$ cat src/rtl/refresh_tick_counter.sv
// rtl/refresh_tick_counter.sv - synchronised falling-edge divider raising refresh requests with ack handshake
//
// Purpose: samples an asynchronous count input into the sysclk domain, counts its
// falling edges modulo (period+1), and queues one refresh request per wrap in a
// saturating pending counter drained by the sequencer's ack pulses.
//
// Ports:
//   sysclk     in   system clock, all state on rising edge
//   sys_rst_n  in   synchronous active-low reset
//   cnt_in_n   in   asynchronous count input, counted on its falling edge
//   clr        in   synchronous clear of count, pending requests and overflow
//   period     in   terminal count; q wraps from period to 0
//   ack        in   sequencer accepts one request
//   q          out  current count
//   tc         out  one-cycle pulse on each wrap
//   req        out  high while pend != 0
//   pend       out  outstanding request count (saturating)
//   ovf        out  sticky: a wrap was lost because pend was saturated
module refresh_tick_counter #(
    parameter int WIDTH  = 8,
    parameter int PEND_W = 2
) (
    input  logic              sysclk,
    input  logic              sys_rst_n,
    input  logic              cnt_in_n,
    input  logic              clr,
    input  logic [WIDTH-1:0]  period,
    input  logic              ack,
    output logic [WIDTH-1:0]  q,
    output logic              tc,
    output logic              req,
    output logic [PEND_W-1:0] pend,
    output logic              ovf
);

    localparam logic [PEND_W-1:0] PEND_MAX = '1;

    logic              r_s1;
    logic              r_s2;
    logic              r_s3;
    logic [WIDTH-1:0]  r_q;
    logic              r_tc;
    logic [PEND_W-1:0] r_pend;
    logic              r_req;
    logic              r_ovf;

    logic              w_fall;
    logic              w_wrap;
    logic [PEND_W-1:0] w_pend_nxt;
    logic              w_ovf_nxt;

    // s3 high and s2 low marks the first cycle the synchronised input is seen low,
    // so a held-low input produces exactly one fall.
    assign w_fall = r_s3 & ~r_s2;

    // Using >= rather than == means lowering period below q wraps on the next fall
    // instead of letting q run up to the WIDTH limit.
    assign w_wrap = w_fall & (r_q >= period);

    always_comb begin
        w_pend_nxt = r_pend;
        w_ovf_nxt  = r_ovf;
        if (clr) begin
            w_pend_nxt = '0;
            w_ovf_nxt  = 1'b0;
        end else if (w_wrap && ack && (r_pend != '0)) begin
            // one request in, one out: net zero
            w_pend_nxt = r_pend;
        end else if (w_wrap && (r_pend == PEND_MAX)) begin
            w_ovf_nxt  = 1'b1;
        end else if (w_wrap) begin
            w_pend_nxt = r_pend + PEND_W'(1);
        end else if (ack && (r_pend != '0)) begin
            w_pend_nxt = r_pend - PEND_W'(1);
        end
    end

    always_ff @(posedge sysclk) begin
        if (!sys_rst_n) begin
            // Sync chain presets to idle-high so releasing reset never creates a fall.
            r_s1   <= 1'b1;
            r_s2   <= 1'b1;
            r_s3   <= 1'b1;
            r_q    <= '0;
            r_tc   <= 1'b0;
            r_pend <= '0;
            r_req  <= 1'b0;
            r_ovf  <= 1'b0;
        end else begin
            r_s1 <= cnt_in_n;
            r_s2 <= r_s1;
            r_s3 <= r_s2;

            if (clr) begin
                r_q  <= '0;
                r_tc <= 1'b0;
            end else if (w_wrap) begin
                r_q  <= '0;
                r_tc <= 1'b1;
            end else if (w_fall) begin
                r_q  <= r_q + WIDTH'(1);
                r_tc <= 1'b0;
            end else begin
                r_tc <= 1'b0;
            end

            r_pend <= w_pend_nxt;
            r_req  <= (w_pend_nxt != '0);
            r_ovf  <= w_ovf_nxt;
        end
    end

    assign q    = r_q;
    assign tc   = r_tc;
    assign req  = r_req;
    assign pend = r_pend;
    assign ovf  = r_ovf;

endmodule

$ cat config.mk
export PLATFORM = sky130hd
export DESIGN_NAME = refresh_tick_counter
export DESIGN_NICKNAME = d
export VERILOG_FILES = /design/src/rtl/refresh_tick_counter.sv
export SDC_FILE = /design/constraint.sdc
export NUM_CORES = 1
export LEC_CHECK = 0
export ABC_AREA = 1
export CAP_MARGIN = 20
export CORE_AREA = 3 3 49 51
export DETAILED_ROUTE_END_ITERATION = 10
export DIE_AREA = 0 0 52 54
export PLACE_DENSITY = 0.8
export SLEW_MARGIN = 20
export SYNTH_ARGS = -nofsm -noshare
export SYNTH_HDL_FRONTEND = slang
export SYNTH_SLANG_ARGS = --single-unit
$ cat constraint.sdc
create_clock -name sysclk -period 2.55 [get_ports sysclk]
set_clock_uncertainty 0.15 [all_clocks]
set_input_delay 0.51 -clock sysclk [delete_from_list [all_inputs] [get_ports sysclk]]
set_output_delay 0.51 -clock sysclk [all_outputs]
set_load 0.005 [all_outputs]
[Word level (Yosys, flattened, before mapping)]
Cells that the tools add are included.
Cells by class
  add/subtract/negate cells: 3
  multipliers: 0
  div/mod/pow operators: 0
  magnitude comparators: 1
  eq/ne operators: 1
  shifts and indexed selects: 0
  mux-type cells: 6
  bitwise logic cells: 5
  reduce and logical (&&, ||, !) cells: 9
Operator list (count)
  2-bit 2-to-1 mux: 5
  8-bit by 1-bit adder with 8-bit output (second input constant): 1
  8-bit greater-or-equal comparator: 1
  1-bit logical AND: 4
  2-bit nonzero test: 2
  1-bit NOT: 3
  3-bit OR reduction: 1
  2-bit by 1-bit adder with 2-bit output (second input constant): 1
  1-bit bitwise AND: 2
  2-bit == test (second input constant): 1
  2-bit AND reduction: 1
  2-bit OR reduction: 1
  2-bit by 1-bit subtractor with 2-bit output (second input constant): 1
  1-bit 2-to-1 mux: 1
Storage, ports and cells
  register bits after elaboration: 16
  bits in latches: 0
  memory bits (writable): 0
  bits in read-only memories: 0
  input port bits: 13
  output and inout bits: 13
  logic and storage cells: 33
  memories: 0

[Logic depth before layout (Yosys ltp)]
  depth after elaboration: 8
  mapped depth: 14
  mapped depth without buffers: 14

[Least setup slack after synthesis]
Ideal clock, no wire load.
  kind: input-to-reg
  start: input port period[3]
  end: register r_req (netlist: req)
  data arrival time: 1.513 ns
  data required time: 2.285 ns
  setup slack: 0.772 ns
  stages on the path: 13
  path buffers: 0
  cells stage by stage: inv_1 ha_1 nand2_1 nor2_1 nor2_1 nand2_1 nand2_1 nand2_4 nand2_4 nand2_1 nand3_1 nand3_1 nand2_1
On the way
  longest elaborated chain between the ends: 7
  elaborated cells on any way between the ends: 10
RTL lines
  from (decl): line 27  | input logic [WIDTH-1:0] period,
  8-bit greater-or-equal comparator (*): line 58  | assign w_wrap = w_fall & (r_q >= period);
  1-bit bitwise AND (*): line 58
  2-bit 2-to-1 mux (tied with other cells): line 71  | end else if (w_wrap) begin
  2-bit 2-to-1 mux / 1-bit logical AND (equally long branches): line 69, 66
  2-bit 2-to-1 mux (*): line 66  | end else if (w_wrap && ack && (r_pend != '0)) begin
  2-bit 2-to-1 mux (*): line 63  | if (clr) begin
  2-bit nonzero test (*): line 108  | r_req <= (w_pend_nxt != '0);
  to (signal assigned): line 108
  to (decl): line 44  | logic r_req;
Mark *: on every way between the ends. The rest lies on a longest branch, timed or not.
A chain may end at the register's enable or synchronous reset.

[Worst setup path in the final report]
Ends and elaborated chain as after synthesis.

==> impl_metrics.toml <==
[place]
place_area_um2 = 1290
gp_congestion = 0.803
dp.cells = 179
dp_hpwl_um = 1490
io_buffers = 25

[yosys]
yosys_most_used_dff = "dfxtp_1"
synthTopCellsByArea = "dfxtp_1 (32%), ha_1 (14%), nand2_1 (10%), inv_1 (9.7%), nand2_4 (4.5%)"
async_flop_share = 0
yosysTopAreaCell = "dfxtp_1"
netlist_area_um2 = 1010
synth_cells = 127
yosysSeqAreaShare = 0.318
syn_avg_cell_area_um2 = 7.92
ys_ff_latch = 16
yosys.cell_types.count = 22
synth_edf_count = 0
synth_top_area_frac = 0.318
synth_nets = 151
yosysWarnings = 0

[sta]
hold_viol = 0
slew_headroom = 0.776
whs_ns = 0.273
rsz0062_at_grt = "no"
tns_ns = 0
fmax_mhz = 480
setup_viol = 0
worst_pin_slew_ns = 0.334
layout_min_cycle_time_ns = 2.08
slew_violations = 0
fin_crit_sh = 0.816

[floorplanning]
core-area_um2 = 1980
start_util = 0.508
ios = 26
die_h_um = 54
die_area_um2 = 2810
die_width_um = 52
rows = 16

[hold_path]
hold_start = "r_s1"
hold_depth = 1
hp-class = "flip-flop to flip-flop"
holdPathEnd = "r_s2"

[cells_and_area]
nFillCells = 163
drive_gt1_frac = 0.129
num_antenna_cells = 0
area_growth_pct = 30.5
instances_no_fill = 182
final_nets = 181
regArea_um2 = 320
final_cell_area_um2 = 1310
layout_common_cells = "nand2_1 (27), inv_1 (26), clkdlybuf4s50_1 (25)"
multi_input_area_um2 = 576
mostFrequentLayoutCell = "nand2_1"

[setup_path]
crit_path_cell_trace = "clkdlybuf4s50_1, inv_1, ha_1, nand2_1, nor2_1, nor2_1, nand2_1, nand2_1, nand2_4, nand2_4, nand2_1, nand3_1, nand2_1, nand2_1"
cp_slowest_cell = "clkdlybuf4s50_1"
crit_type = "input pin to flip-flop"
r2r-start = "q[0]"
cpMostUsedCell = "nand2_1"
cp-start-kind = "input pin"
critical_path.top_delay_family = "simple AND/OR/NAND/NOR gates"
cp_max_fo = 5
r2r-end = "req"
end_kind = "flip-flop"
rr_worst_depth = 13
crit_buf_inv = 2
worstPathArrival_ns = 2.11
max_stage_delay_ns = 0.45
cp.required_ns = 2.58
reg2reg_setup_slack_ns = 0.68

[outcome]
status = "finished clean"

[cts]
cts_hold_buf = 0
postCtsSetupBuffers = 0
clk-insertion-delay-late_ns = 0.28
clkSinkCount = 16
cts_made_buffers = 3
clk_path_buf_depth = 2
root_buffer = "clkbuf_4"
cts_resized = 0
h-tree-depth = 1
cts_tree = "yes"
clk_pin_slew_worst_paths_ns = 0.08

[pwr]
ir_drop_mv = 0.342
powerDensity_nw_per_um2 = 325
cellLeakagePower_nw = 0.639

[route]
via_per_inst = 4.82
routed_wl_um = 1820
vias = 878
drt_iter0_markers = 20
drc = 0
ant_nets = 0
drtPass1Iterations = 4
wl_per_cell_um = 9.98

[run]
max_cap_viol_count = 0

[global_route]
grt_max_degree = 9
grt_pass1_vias = 860
grt_antenna_before_repair = 0
grt_pass1_wl_um = 3270
overflow = 0
grtUsageTotal = 0.152
cells in the mapped netlist, types with 2 or more instances:
cell,n
ha_1,11
nand2_4,4
nand3_2,2
nand4_1,3
or2_2,2
inv_1,26
dfxtp_1,16
a21oi_1,4
xor2_1,3
nand2_1,27
o21ai_0,2
nor3_4,2
nor3b_2,3
nand3_1,6
nor2_1,9
layout make-up:
type / instances / share of cell area
Multi-Input combinational cell: 83 / 0.439
Sequential cell: 16 / 0.244
Clock buffer: 3 / 0.0172
Timing Repair Buffer: 25 / 0.191
Tap cell: 27 / 0.0257
Inverter: 28 / 0.0839
power by group:
group	switching, W	leakage (nW)	internal [W]
registers	0.00000145	0.129	0.000252
clock network	0.0000723	0.0138	0.0000547
logic	0.0000210	0.496	0.0000254
total	0.0000948	0.639	0.000332
routing by layer:
metal | global-route usage | vias to the layer above | share of wire
met5 | 0 | - | 0
met4 | 0.0393 | 0 | 0.012
met3 | 0.0249 | 6 | 0.042
met2 | 0.297 | 22 | 0.52
met1 | 0.169 | 400 | 0.42
li1 | - | 450 | -
how the worst max path moves through the flow:
stage	startpoint	to	slack, ns	cells past startpoint
global placement	period[3]	q[7]	0.22	12
floorplan	period[3]	req	0.77	13
detailed placement	period[3]	q[7]	0.18	12
finish	period[3]	req	0.47	14
global route	period[7]	req	0.34	11
CTS	period[3]	req	0.47	14
through the flow:
step,utilization,power [W],setup slack [ns]
finish,0.662,0.000427,0.468
global placement,0.651,0.000304,0.223
global route,0.662,0.000451,0.342
CTS,0.662,0.000432,0.466
detailed placement,0.651,0.000307,0.177
floorplan,-,0.000282,0.772
worst register-to-register path: stages, from the launching register on:
cell and delay, ns:
dfxtp_1 0.45, inv_1 0.10, ha_1 0.29, nand2_1 0.05, nor2_1 0.08, nor2_1 0.04, nand2_1 0.05, nand2_1 0.08
nand2_4 0.10, nand2_4 0.08, nand2_1 0.08, nand3_1 0.09, nand2_1 0.08, nand2_1 0.05
sequential cells by signal (all words and copies together) (netlist names):
signal  flops
ovf         1
pend        2
q           8
r_s1        1
r_s2        1
r_s3        1
req         1
tc          1
logic make-up after synthesis:
family          Yosys count  synth area share
flops                    16             0.318
fa+ha+maj                11             0.137
simple gates             61             0.367
xor+xnor                  3            0.0261
buf+inv                  28             0.109
compound gates            8            0.0423
Note: power is estimated with default switching activity, not from simulation.
